**src/rtl/adder_bist_pkg.sv**
```systemverilog
// Shared types and helpers for the adder BIST controller: FSM states,
// golden sum function and the Fibonacci LFSR tap table.
package adder_bist_pkg;

    typedef enum logic [2:0] {IDLE, APPLY, SETTLE, CHECK, DONE} state_t;

    localparam int MAX_W    = 8;
    localparam int MAX_LFSR = 2*MAX_W + 1;

    // Bit k-1 set means term x^k is in the feedback polynomial; entry n is for an n-bit LFSR.
    localparam logic [MAX_LFSR-1:0] LFSR_TAPS [0:MAX_LFSR] = '{
        17'h00000, 17'h00000, 17'h00000, 17'h00000, 17'h00000,
        17'h00014,                         // 5:  x^5+x^3+1
        17'h00000,
        17'h00060,                         // 7:  x^7+x^6+1
        17'h00000,
        17'h00110,                         // 9:  x^9+x^5+1
        17'h00000,
        17'h00500,                         // 11: x^11+x^9+1
        17'h00000,
        17'h01C80,                         // 13: x^13+x^12+x^11+x^8+1
        17'h00000,
        17'h06000,                         // 15: x^15+x^14+1
        17'h00000,
        17'h12000                          // 17: x^17+x^14+1
    };

    function automatic logic [MAX_W:0] expected_sum(input logic [MAX_W-1:0] a,
                                                    input logic [MAX_W-1:0] b,
                                                    input logic             cin);
        return {1'b0, a} + {1'b0, b} + {{MAX_W{1'b0}}, cin};
    endfunction

endpackage

```
**src/rtl/adder_bist_ctrl_if.sv**
```systemverilog
// Operand/result bus between the BIST controller (master) and the adder under test (slave).
interface adder_bist_ctrl_if #(parameter int WIDTH = 4);
    logic [WIDTH-1:0] a;
    logic [WIDTH-1:0] b;
    logic             cin;
    logic [WIDTH-1:0] s;
    logic             cout;

    modport master (output a, b, cin, input s, cout);
    modport slave  (input a, b, cin, output s, cout);
endinterface

```
**src/rtl/adder_bist_vecgen.sv**
```systemverilog
// Test vector source: exhaustive binary count, or maximal-length LFSR from seed 1
// when ADDER_BIST_LFSR_EN is defined. 'last' flags the final vector of the sweep.
module adder_bist_vecgen
    import adder_bist_pkg::*;
#(
    parameter int VW = 9
) (
    input  logic          clk,
    input  logic          rst,
    input  logic          clear,
    input  logic          advance,
    output logic [VW-1:0] vec,
    output logic          last
);

    logic [VW-1:0] vec_q, vec_d;

`ifdef ADDER_BIST_LFSR_EN
    localparam logic [VW-1:0] SEED = VW'(1);
    localparam logic [VW-1:0] TAPS = LFSR_TAPS[VW][VW-1:0];

    logic [VW-1:0] step;

    always_comb begin
        step  = {vec_q[VW-2:0], ^(vec_q & TAPS)};
        last  = (step == SEED);
        vec_d = vec_q;
        if (clear)        vec_d = SEED;
        else if (advance) vec_d = step;
    end

    always_ff @(posedge clk) begin
        if (rst) vec_q <= SEED;
        else     vec_q <= vec_d;
    end
`else
    always_comb begin
        last  = &vec_q;
        vec_d = vec_q;
        if (clear)        vec_d = '0;
        else if (advance) vec_d = vec_q + VW'(1);
    end

    always_ff @(posedge clk) begin
        if (rst) vec_q <= '0;
        else     vec_q <= vec_d;
    end
`endif

    assign vec = vec_q;

endmodule

```
**src/rtl/adder_bist_ctrl.sv**
```systemverilog
// BIST controller for a WIDTH-bit adder: sweeps vectors, checks {cout,s} against a+b+cin,
// logs error count and first failing vector. ADDER_BIST_LFSR_EN selects LFSR vector order.
module adder_bist_ctrl
    import adder_bist_pkg::*;
#(
    parameter int WIDTH         = 4,
    parameter int SETTLE_CYCLES = 1
) (
    input  logic                  clk,
    input  logic                  rst,
    input  logic                  start,
    adder_bist_ctrl_if.master     bus,
    output logic                  busy,
    output logic                  done,
    output logic                  pass,
    output logic [2*WIDTH+1:0]    err_count,
    output logic [WIDTH-1:0]      fail_a,
    output logic [WIDTH-1:0]      fail_b,
    output logic                  fail_cin
);

    localparam int VW = 2*WIDTH + 1;
    localparam int CW = 2*WIDTH + 2;
    localparam int EW = MAX_W + 1;
    localparam int SW = (SETTLE_CYCLES > 1) ? $clog2(SETTLE_CYCLES) : 1;
    localparam logic [SW-1:0] SETTLE_INIT = SW'(SETTLE_CYCLES - 1);

    state_t           state_q, state_d;
    logic [SW-1:0]    settle_q, settle_d;
    logic [WIDTH-1:0] a_q, a_d, b_q, b_d;
    logic             cin_q, cin_d;
    logic             busy_q, busy_d, done_q, done_d, pass_q, pass_d;
    logic [CW-1:0]    err_q, err_d;
    logic [WIDTH-1:0] fail_a_q, fail_a_d, fail_b_q, fail_b_d;
    logic             fail_cin_q, fail_cin_d;

    logic             vg_clear, vg_advance, vg_last, mismatch;
    logic [VW-1:0]    vec;

    adder_bist_vecgen #(.VW(VW)) u_vecgen (
        .clk     (clk),
        .rst     (rst),
        .clear   (vg_clear),
        .advance (vg_advance),
        .vec     (vec),
        .last    (vg_last)
    );

    always_comb begin
        state_d    = state_q;
        settle_d   = settle_q;
        a_d        = a_q;
        b_d        = b_q;
        cin_d      = cin_q;
        busy_d     = busy_q;
        done_d     = done_q;
        pass_d     = pass_q;
        err_d      = err_q;
        fail_a_d   = fail_a_q;
        fail_b_d   = fail_b_q;
        fail_cin_d = fail_cin_q;
        vg_clear   = 1'b0;
        vg_advance = 1'b0;
        mismatch   = (expected_sum(MAX_W'(a_q), MAX_W'(b_q), cin_q) != EW'({bus.cout, bus.s}));

        case (state_q)
            IDLE, DONE: begin
                if (start) begin
                    state_d    = APPLY;
                    vg_clear   = 1'b1;
                    busy_d     = 1'b1;
                    done_d     = 1'b0;
                    pass_d     = 1'b0;
                    err_d      = '0;
                    fail_a_d   = '0;
                    fail_b_d   = '0;
                    fail_cin_d = 1'b0;
                end
            end
            APPLY: begin
                a_d      = vec[2*WIDTH-1:WIDTH];
                b_d      = vec[WIDTH-1:0];
                cin_d    = vec[2*WIDTH];
                settle_d = SETTLE_INIT;
                state_d  = SETTLE;
            end
            SETTLE: begin
                if (settle_q == '0) state_d  = CHECK;
                else                settle_d = settle_q - SW'(1);
            end
            CHECK: begin
                if (mismatch) begin
                    if (err_q != '1) err_d = err_q + CW'(1);
                    // err_count never returns to zero within a sweep, so zero marks the first failure
                    if (err_q == '0) begin
                        fail_a_d   = a_q;
                        fail_b_d   = b_q;
                        fail_cin_d = cin_q;
                    end
                end
                if (vg_last) begin
                    state_d = DONE;
                    busy_d  = 1'b0;
                    done_d  = 1'b1;
                    pass_d  = (err_d == '0);
                end else begin
                    vg_advance = 1'b1;
                    state_d    = APPLY;
                end
            end
            default: state_d = IDLE;
        endcase
    end

    always_ff @(posedge clk) begin
        if (rst) begin
            state_q    <= IDLE;
            settle_q   <= '0;
            a_q        <= '0;
            b_q        <= '0;
            cin_q      <= 1'b0;
            busy_q     <= 1'b0;
            done_q     <= 1'b0;
            pass_q     <= 1'b0;
            err_q      <= '0;
            fail_a_q   <= '0;
            fail_b_q   <= '0;
            fail_cin_q <= 1'b0;
        end else begin
            state_q    <= state_d;
            settle_q   <= settle_d;
            a_q        <= a_d;
            b_q        <= b_d;
            cin_q      <= cin_d;
            busy_q     <= busy_d;
            done_q     <= done_d;
            pass_q     <= pass_d;
            err_q      <= err_d;
            fail_a_q   <= fail_a_d;
            fail_b_q   <= fail_b_d;
            fail_cin_q <= fail_cin_d;
        end
    end

    assign bus.a     = a_q;
    assign bus.b     = b_q;
    assign bus.cin   = cin_q;
    assign busy      = busy_q;
    assign done      = done_q;
    assign pass      = pass_q;
    assign err_count = err_q;
    assign fail_a    = fail_a_q;
    assign fail_b    = fail_b_q;
    assign fail_cin  = fail_cin_q;

endmodule

```
**src/flat_wrapper.sv**
```systemverilog
// flat-port wrapper written by rule: the top's interface ports become plain ports
module adder_bist_ctrl_flat import adder_bist_pkg::*;
#(
    parameter int WIDTH         = 4,
    parameter int SETTLE_CYCLES = 1
)
  (clk, rst, start, busy, done, pass, err_count, fail_a, fail_b, fail_cin, bus_a, bus_b, bus_cin, bus_s, bus_cout);
  adder_bist_ctrl_if #(.WIDTH(WIDTH)) bus_i ();
  input  logic clk;
  input  logic rst;
  input  logic start;
  output logic busy;
  output logic done;
  output logic pass;
  output logic [2*WIDTH+1:0] err_count;
  output logic [WIDTH-1:0] fail_a;
  output logic [WIDTH-1:0] fail_b;
  output logic fail_cin;
  output wire logic [$bits(bus_i.a)-1:0] bus_a;
  output wire logic [$bits(bus_i.b)-1:0] bus_b;
  output wire logic [$bits(bus_i.cin)-1:0] bus_cin;
  input wire logic [$bits(bus_i.s)-1:0] bus_s;
  input wire logic [$bits(bus_i.cout)-1:0] bus_cout;
  assign bus_a = bus_i.a;
  assign bus_b = bus_i.b;
  assign bus_cin = bus_i.cin;
  assign bus_i.s = bus_s;
  assign bus_i.cout = bus_cout;
  adder_bist_ctrl #(.WIDTH(WIDTH), .SETTLE_CYCLES(SETTLE_CYCLES)) u_core (.clk(clk), .rst(rst), .start(start), .bus(bus_i), .busy(busy), .done(done), .pass(pass), .err_count(err_count), .fail_a(fail_a), .fail_b(fail_b), .fail_cin(fail_cin));
endmodule
```
**config.mk**
```make
export PLATFORM = sky130hd
export DESIGN_NAME = adder_bist_ctrl_flat
export DESIGN_NICKNAME = d
export VERILOG_FILES = /design/src/rtl/adder_bist_pkg.sv /design/src/rtl/adder_bist_ctrl_if.sv /design/src/rtl/adder_bist_vecgen.sv /design/src/rtl/adder_bist_ctrl.sv /design/src/flat_wrapper.sv
export SDC_FILE = /design/constraint.sdc
export NUM_CORES = 1
export LEC_CHECK = 0
export ABC_AREA = 1
export CELL_PAD_IN_SITES_DETAIL_PLACEMENT = 0
export CELL_PAD_IN_SITES_GLOBAL_PLACEMENT = 1
export CORE_MARGIN = 2
export CORE_UTILIZATION = 35
export DETAILED_ROUTE_END_ITERATION = 6
export HOLD_SLACK_MARGIN = 0.1
export PLACE_DENSITY = 0.77
export SLEW_MARGIN = 10
export SYNTH_ARGS = -nofsm -noshare
export SYNTH_HDL_FRONTEND = slang
export SYNTH_SLANG_ARGS = --single-unit
```
**constraint.sdc**
```tcl
create_clock -name clk -period 3 [get_ports clk]
set_input_delay 0.45 -clock clk [delete_from_list [all_inputs] [get_ports clk]]
set_output_delay 0.45 -clock clk [all_outputs]
set_load 0.02 [all_outputs]
```
==> flow_summary.ini, run 1 <==
[sta]
skew_ns = 0.00426
timing.fmax_ghz = 0.372
post-route-min-period_ns = 2.69
whs_ns = 0.462
maxSlewViolCount = 0
min_period_over_period = 0.897
finalSetupViolCount = 0
tightest_slew_ns = 0.435
finalHoldViolations = 0
finalSetupTns_ns = 0
slew-limit-headroom = 0.709
rsz0062_at_grt = no

[detailed_routing]
postRouteAntennaNets = 0
vias_per_cell = 4.94
firstDrtPassIters = 4
wl_per_cell_um = 12.5
drt_iter0_drc = 71
drt-total-wl_um = 6110
vias = 2409
drc = 0

[floorplan]
std_cell_rows = 30
ioPinCount = 39
dieWidth_um = 87.6
core-area_um2 = 6760
floorplan.die.height_um = 87.6
die-area_um2 = 7670
start_util = 0.362

[cells_and_area]
antenna_cells = 0
finish.net_count = 426
fillers = 739
area_growth_pct = 26.5
final_layout_size_suffix_gt1_frac = 0.0980
multi_input_area_um2 = 1410
ff_latch_area_um2 = 865

[global_route]
grt_max_degree = 27
grt_pass1_vias = 2256
grt-ovfl-total = 0
antenna_found_initial = 0
grt_first_pass_wirelength_um = 10500
grt_use_total = 0.171

[setup_path]
cp_slowest_cell = fa_1
cp-end-kind = flip-flop
worstSetupPathType = reg -> reg
cp_data_required_time_ns = 3.22
cp.arrival_ns = 2.91
cp_max_fo = 10
cpMostUsedCell = nand2_1
slowest_delay_ns = 0.47
startpoint_type = flip-flop
crit_chain = ha_4 > inv_1 > fa_1 > inv_1 > ha_2 > xnor2_1 > nand2_1 > nor2_1 > nand2_1 > nor2_4 > nand2_4 > nand3_1 > nand2_2 > nand2_4 > nand2_1 > a21oi_1

[place]
place_hpwl_um = 4650
globalplace.congestion = 0.862
io_buffers = 38

[power_and_ir_drop]
leakage_nw = 1.30
peakVddDrop_v = 0.000273
power.density_nw_per_um2 = 502
power_mw = 1.55

[cts]
cts-root-buf = clkbuf_8
cts_tree = yes
cts_hold_repair.buffers = 0
cts_made_buffers = 5
clock_path_buffers = 2
clkSinkCount = 43
clkLatencyLatePin_ns = 0.29
postCtsSetupBuffers = 0
htreeDepth = 2
clk_pin_slew_ns = 0.08

[synthesis]
netlist_area_um2 = 2440
syn_nets = 382
syn-instance-count = 363
ys_top_cells_by_count = nand2_1, dfxtp_1, inv_1, a21oi_1, nand3_1
async_reset_ff_frac = 0
synth_top_area_share = 0.352
synth_seq_area_share = 0.352
synth_edf_count = 0
avgSynthCellArea_um2 = 6.73
ys_types = 30
yosysMostFrequentCell = nand2_1
synth_area_leaders = dfxtp_1, nand2_1, a21oi_1
ys.flop_type = dfxtp_1
yosys_register_bits = 43
synth_top_area_cell = dfxtp_1
ys_warn_count = 0

[run_status]
status = complete, no violations

[min_path]
hold_class = reg -> reg

[run]
maxCapViolations = 0
==> critical path, delay by kind of cell, from the launching register on <==
kind / cells / cell delay [ns]
buf+inv: 2 / 0.11
xor+xnor: 1 / 0.14
flops: 1 / 0.36
compound gates: 1 / 0.15
simple gates: 9 / 0.99
fa+ha+maj: 3 / 0.88
==> flip-flops by register name, summed over array words and instances, names as in the netlist <==
signal,flops
u_core.bus.a,4
u_core.bus.b,4
u_core.bus.cin,1
u_core.busy,1
u_core.done,1
u_core.err_count,10
u_core.fail_a,4
u_core.fail_b,4
u_core.fail_cin,1
u_core.pass,1
u_core.state_q,3
u_core.u_vecgen.vec,9
==> what timing repair did <==
action	CTS	global route
resized for setup	0	12
setup endpoints to repair	0	10
endpoints found under the hold margin	0	0
==> placed cells by master, fill, tap and decap left out, drive strengths merged <==
| cell | netlist | final |
|---|---|---|
| nand2 | 109 | 110 |
| dfxtp | 43 | 43 |
| inv | 41 | 41 |
| a21oi | 41 | 41 |
| clkdlybuf4s50 | 0 | 38 |
| nand3 | 26 | 26 |
| nor2 | 24 | 24 |
| o21ai | 18 | 18 |
| nand4 | 14 | 14 |
| ha | 10 | 10 |
| buf | 4 | 9 |
| clkbuf | 7 | 7 |
| xnor2 | 5 | 5 |
| xor2 | 5 | 5 |
| nor4 | 3 | 3 |
| nor3 | 3 | 3 |
| or2 | 3 | 3 |
| clkinv | 2 | 2 |
| a21o | 1 | 1 |
| or3b | 1 | 1 |
| nand3b | 1 | 1 |
| nor3b | 1 | 1 |
| fa | 1 | 1 |
| clkinvlp | 0 | 1 |
==> power by group <==
part	internal (mW)	total [mW]	switching (mW)
Clock	0.209	0.404	0.195
Combinational	0.192	0.502	0.310
Sequential	0.609	0.647	0.0377
==> stage by stage <==
step	utilization	instances	cell area, um^2	worst slack (ns)
after floorplan	-	363	2440	0.272
after global placement	0.434	478	2930	0.118
after detailed placement	0.434	478	2930	0.0621
after CTS	0.449	486	3040	0.0378
after global routing	0.457	488	3090	0.0271
final	0.457	488	3090	0.309
==> layer usage <==
metal  wire (um)  global-route usage  part of all wire
met1        2920               0.218              0.48
met2        3000               0.303              0.49
met3         148              0.0283             0.024
met4          48              0.0336            0.0079
met5           0                   0                 0
==> area by class of cell <==
cell class / instances / share of cell area
multi-input combinational: 267 / 0.457
sequential: 43 / 0.280
timing repair buffer: 47 / 0.145
inverter: 43 / 0.0522
tap: 80 / 0.0324
clock buffer: 7 / 0.0312
clock inverter: 1 / 0.00243
==> worst paths after layout <==
| check | start | to | slack, ns | depth (start not counted) |
|---|---|---|---|---|
| worst max-delay path | u_core.bus.b[0] | u_core.fail_b[1] | 0.31 | 16 |
| worst min-delay path | u_core.u_vecgen.vec[4] | u_core.u_vecgen.vec[4] | 0.46 | 2 |
| worst max register to register | u_core.bus.b[0] | u_core.fail_b[1] | 0.31 | 16 |
| worst min register to register | u_core.u_vecgen.vec[4] | u_core.u_vecgen.vec[4] | 0.46 | 2 |
==> cell families (layout without fill, tap and decap cells) <==
| logic type | Yosys count | count (layout) | synth area share |
|---|---|---|---|
| xor+xnor | 10 | 10 | 0.0358 |
| flops | 43 | 43 | 0.352 |
| fa+ha+maj | 11 | 11 | 0.0594 |
| buf+inv | 54 | 98 | 0.0870 |
| compound gates | 60 | 60 | 0.125 |
| simple gates | 185 | 186 | 0.340 |
No activity file was read; power rests on OpenSTA's default activity.
==> run 2: changes to the inputs <==
--- a/config.mk
+++ b/config.mk
@@ -9,10 +9,11 @@
 export CELL_PAD_IN_SITES_DETAIL_PLACEMENT = 0
 export CELL_PAD_IN_SITES_GLOBAL_PLACEMENT = 1
 export CORE_MARGIN = 2
-export CORE_UTILIZATION = 35
+export CORE_UTILIZATION = 34
+export CTS_CLUSTER_SIZE = 20
 export DETAILED_ROUTE_END_ITERATION = 6
 export HOLD_SLACK_MARGIN = 0.1
-export PLACE_DENSITY = 0.77
+export PLACE_DENSITY = 0.79
 export SLEW_MARGIN = 10
 export SYNTH_ARGS = -nofsm -noshare
 export SYNTH_HDL_FRONTEND = slang
==> constraint.sdc (replaced) <==
create_clock -name clk -period 2.3 [get_ports clk]
set_input_delay 0.345 -clock clk [delete_from_list [all_inputs] [get_ports clk]]
set_output_delay 0.345 -clock clk [all_outputs]
set_load 0.02 [all_outputs]
==> flow_summary.ini, run 2 (same netlist as run 1, synthesis figures left out) <==
[cells_and_area]
antenna_cells = 0
finish.net_count = 453
finalNonFillerCells = 531
largest_register_ff_count = 10
final_layout_size_suffix_gt1_frac = 0.175
area_growth_pct = 38.9
fin_area_um2 = 3390
final_common_cell = nand2_1
final_cell_mix = nand2_1, inv_1, a21oi_1, dfxtp_1, clkdlybuf4s50_1

[global_route]
grt_first_pass_wirelength_um = 11200
antenna_found_initial = 0
grt_pass1_vias = 2414
grt-ovfl-total = 0
grt_max_degree = 22
grt_use_total = 0.180

[sta]
post-route-min-period_ns = 2.69
timing.fmax_ghz = 0.371
finalHoldViolations = 0
rsz0062_at_grt = yes
skew_ns = 0.00850
fin_ws_ns = -0.393
slew-limit-headroom = 0.628
finalSetupTns_ns = -5.71
min_period_over_period = 1.17
maxSlewViolCount = 0
tightest_slew_ns = 0.553
finalSetupViolCount = 20

[power_and_ir_drop]
p_clk_frac = 0.229
power.density_nw_per_um2 = 616
switching_share = 0.358
peakVddDrop_v = 0.000441
net-switching-power_mw = 0.749
power_mw = 2.09
leakage_nw = 1.44
p_seq_frac = 0.397
p_comb_frac = 0.374
p_int_mw = 1.34

[place]
io_buffers = 38
dp_slack_ns = -0.309
place_hpwl_um = 4930
dpl_cell_area_um2 = 3170
globalplace.congestion = 0.855
dp_cells = 517

[cts]
clkSinkCount = 43
cts_tree = yes
cts_made_buffers = 5
clkLatencyLatePin_ns = 0.29
htreeDepth = 2
clock_path_buffers = 2
cts-root-buf = clkbuf_8
clk_pin_slew_ns = 0.09

[setup_path]
worstSetupPathType = reg -> reg
startpoint_type = flip-flop
r2r_cells = 18
cp_max_fo = 4
cp-end-kind = flip-flop
cp_data_required_time_ns = 2.48
cp.arrival_ns = 2.88

[detailed_routing]
firstDrtPassIters = 4
wl_per_cell_um = 12.5
drt-total-wl_um = 6630
drc = 0
vias = 2541
drt_iter0_drc = 96
vias_per_cell = 4.79
postRouteAntennaNets = 0

[run_status]
violations = negative setup slack
status = finished, violations left

[floorplan]
dieWidth_um = 88.8
die-area_um2 = 7880
floorplan.die.height_um = 88.8
ioPinCount = 39
start_util = 0.356
core-area_um2 = 6870
std_cell_rows = 30

[min_path]
holdPathStages = 2
hold_class = reg -> reg

[run]
maxCapViolations = 0
==> run 2: cell types whose count changed in the layout (fill, tap and decap cells not counted), moves of 2 or more <==
cell / delta
nand2_1: -3
buf_4: +23
clkbuf_8: -2
nand3_1: -2
inv_2: +2
inv_1: -2
dfxtp_4: +2
buf_6: +6
nand2_8: +2
==> run 2: power by group through the flow <==
stage	sequential, mW	clock (mW)	combinational (mW)
finish	0.830	0.480	0.782
detailed placement	0.847	0	0.710
CTS	0.830	0.497	0.769
floorplan	0.901	0	0.388
global route	0.838	0.526	0.872
global placement	0.845	0	0.709
==> run 2: critical path, cell delays in order, from the launching register on <==
cell and delay, ns:
dfxtp_4 0.37, ha_4 0.13, inv_2 0.03, fa_1 0.48
inv_2 0.05, ha_4 0.26, xnor2_2 0.10, nand2_1 0.07
nor2_1 0.11, nand2_1 0.07, nor2_2 0.13, nand2_2 0.08
buf_4 0.13, buf_6 0.11, nand3_4 0.07, nand2_8 0.08
buf_6 0.14, nand4_1 0.10, a21oi_1 0.08
==> run 2: layer usage <==
metal	track usage	wire length, um
met2	0.299	3100
met5	0	0
met4	0.0537	87
met3	0.0345	242
met1	0.238	3190
==> run 2: worst paths after layout <==
check	to	slack, ns	from
setup / recovery	u_core.fail_cin	-0.39	u_core.bus.a[0]
hold / removal	u_core.u_vecgen.vec[4]	0.46	u_core.u_vecgen.vec[4]
setup reg to reg	u_core.fail_cin	-0.39	u_core.bus.a[0]
hold reg to reg	u_core.u_vecgen.vec[4]	0.46	u_core.u_vecgen.vec[4]
==> run 2: through the flow <==
step | util | hold slack, ns
after global routing | 0.494 | 0.481
after global placement | 0.461 | 0.447
after detailed placement | 0.461 | 0.452
after floorplan | - | 0.431
after CTS | 0.487 | 0.465
final | 0.494 | 0.461
==> run 2: repair_timing <==
| item | 4_1_cts | 5_1_grt |
|---|---|---|
| cloned | 1 | 0 |
| hold buffers | 0 | 0 |
| hold endpoints to repair | 0 | 0 |
| buffers inserted | 3 | 3 |
| setup endpoints to repair | 20 | 21 |
| pin swaps | 3 | 23 |
| gates resized for setup | 15 | 7 |
==> run 2: area by class of cell <==
type | count | area [um^2]
timing repair buffer | 75 | 684
clock inverter | 2 | 12.5
tap | 96 | 120
sequential | 43 | 871
fill | 693 | 3470
clock buffer | 6 | 72.6
inverter | 43 | 161
multi-input combinational | 266 | 1470
==> run 3: changes to the inputs <==
--- a/config.mk
+++ b/config.mk
@@ -9,7 +9,7 @@
 export CELL_PAD_IN_SITES_DETAIL_PLACEMENT = 0
 export CELL_PAD_IN_SITES_GLOBAL_PLACEMENT = 1
 export CORE_MARGIN = 2
-export CORE_UTILIZATION = 34
+export CORE_UTILIZATION = 35
 export CTS_CLUSTER_SIZE = 20
 export DETAILED_ROUTE_END_ITERATION = 6
 export HOLD_SLACK_MARGIN = 0.1
@@ -17,4 +17,5 @@
 export SLEW_MARGIN = 10
 export SYNTH_ARGS = -nofsm -noshare
 export SYNTH_HDL_FRONTEND = slang
+export SYNTH_HIERARCHICAL = 1
 export SYNTH_SLANG_ARGS = --single-unit
==> flow_summary.ini, run 3 <==
[place]
dp_cells = 521
io_buffers = 38
globalplace.congestion = 0.864
place_hpwl_um = 4550

[cells_and_area]
post-route-util = 0.473
final_layout_size_suffix_gt1_frac = 0.201
antenna_cells = 0
final_cell_mix = nand2_1, inv_1, dfxtp_1
ff_latch_area_um2 = 872
multi_input_area_um2 = 1400
area_growth_pct = 32.8
finalNonFillerCells = 532
fillers = 734
finish.net_count = 449
final_common_cell = nand2_1
largest_register_ff_count = 10

[synthesis]
avgSynthCellArea_um2 = 6.95
yosysMostFrequentCell = nand2_1
synth_top_area_share = 0.337
synth_top_area_cell = dfxtp_1
ys.flop_type = dfxtp_1
synth_edf_count = 0
syn_nets = 385
ys_warn_count = 6
ys_top_cells_by_count = nand2_1, inv_1, dfxtp_1, a21oi_1, nor2_1
netlist_area_um2 = 2560
syn-instance-count = 368
synth_area_leaders = dfxtp_1, nand2_1, inv_1
yosys_register_bits = 43
async_reset_ff_frac = 0
synth_seq_area_share = 0.337
ys_types = 34

[setup_path]
cp.arrival_ns = 2.75
cp-end-kind = flip-flop
cp_max_fo = 7
worstSetupPathType = reg -> reg
cp_data_required_time_ns = 2.53
r2r_cells = 16
startpoint_type = flip-flop

[floorplan]
die-area_um2 = 8010
floorplan.die.height_um = 89.5
core-area_um2 = 7180
dieWidth_um = 89.5
start_util = 0.356
std_cell_rows = 31
ioPinCount = 39

[run_status]
violations = negative setup slack
status = finished, violations left

[detailed_routing]
drt_iter0_drc = 122
firstDrtPassIters = 4
postRouteAntennaNets = 0
vias = 2438
drc = 0
vias_per_cell = 4.58
drt-total-wl_um = 6090
wl_per_cell_um = 11.4

[sta]
finalSetupTns_ns = -2.79
tightest_slew_ns = 0.608
maxSlewViolCount = 0
post-route-min-period_ns = 2.52
slew-limit-headroom = 0.593
timing.fmax_ghz = 0.397
finalHoldViolations = 0
fin_ws_ns = -0.216
min_period_over_period = 1.09
rsz0062_at_grt = yes
finalSetupViolCount = 17
skew_ns = 0.00756

[power_and_ir_drop]
leakage_nw = 1.51
power.density_nw_per_um2 = 658
peakVddDrop_v = 0.000295

[cts]
cts_hold_repair.buffers = 0
cts_made_buffers = 5
clk_pin_slew_ns = 0.09
htreeDepth = 2
clock_path_buffers = 2
clkSinkCount = 43
cts-root-buf = clkbuf_8
clkLatencyLatePin_ns = 0.30
cts_tree = yes

[global_route]
grt_max_degree = 22
grt_first_pass_wirelength_um = 10100
grt_use_total = 0.161
grt-ovfl-total = 0
antenna_found_initial = 0
grt_pass1_vias = 2170

[min_path]
holdPathStages = 2
hold_class = reg -> reg

[run]
maxCapViolations = 0
run 3: worst paths after layout:
kind / from / endpoint / slack, ns
setup reg to reg: u_core/bus.cin / u_core/pass / -0.22
setup / recovery: u_core/bus.cin / u_core/pass / -0.22
hold / removal: u_core/u_vecgen/vec[8] / u_core/u_vecgen/vec[8] / 0.49
hold reg to reg: u_core/u_vecgen/vec[8] / u_core/u_vecgen/vec[8] / 0.49
run 3: through the flow:
step / total power, mW / hold slack (ns) / setup slack (ns) / cell area (um^2)
3_5_place_dp: 1.66 / 0.472 / -0.295 / 3230
5_1_grt: 2.38 / 0.499 / -0.422 / 3400
6_report: 2.23 / 0.488 / -0.216 / 3400
4_1_cts: 2.24 / 0.486 / -0.238 / 3390
2_1_floorplan: 1.37 / 0.452 / -0.221 / 2580
3_3_place_gp: 1.65 / 0.471 / -0.241 / 3230
run 3: cell type report:
cell class                      count  area share
Sequential cell                    43       0.257
Timing Repair Buffer               65       0.182
Multi-Input combinational cell    242       0.412
Clock buffer                        6      0.0243
Clock inverter                      2     0.00479
Inverter                           75      0.0829
Tap cell                           99      0.0365
run 3: power breakdown:
part	switching, mW	internal, mW
Clock	0.287	0.246
Combinational	0.482	0.369
Sequential	0.0376	0.813
Total	0.806	1.43
run 3: cell families after synthesis:
family,count (synthesis),synth area share
and+or+nand+nor,160,0.309
xor gates and xnor gates,6,0.0205
DFF,43,0.337
buffers and inverters,84,0.132
AOI/OAI and AO/OA,66,0.152
adders and majority gates,9,0.0499
run 3: layer usage:
metal / GRT usage / vias to the layer above / part of all wire
met5: 0 / - / 0
met4: 0.0502 / 0 / 0.0072
met3: 0.0305 / 4 / 0.033
met2: 0.251 / 40 / 0.46
met1: 0.225 / 1108 / 0.50
li1: - / 1286 / -
run 3: critical path: stages, from the launching register on:
cell and delay, ns:
dfxtp_4 0.36, inv_2 0.04, fa_2 0.38, inv_2 0.07
fa_1 0.42, xnor2_2 0.16, nand2_2 0.11, nor2_8 0.13
nand3_4 0.14, buf_6 0.15, nand2_1 0.05, nand2_1 0.07
inv_1 0.06, nand2_1 0.05, nor2_1 0.08, nand3_1 0.09
a21oi_2 0.11
run 3: repair_timing:
action	4_1_cts	5_1_grt
buffers inserted	1	0
cloned	2	0
setup endpoints to repair	20	21
resized for setup	5	2
pin swaps	4	1
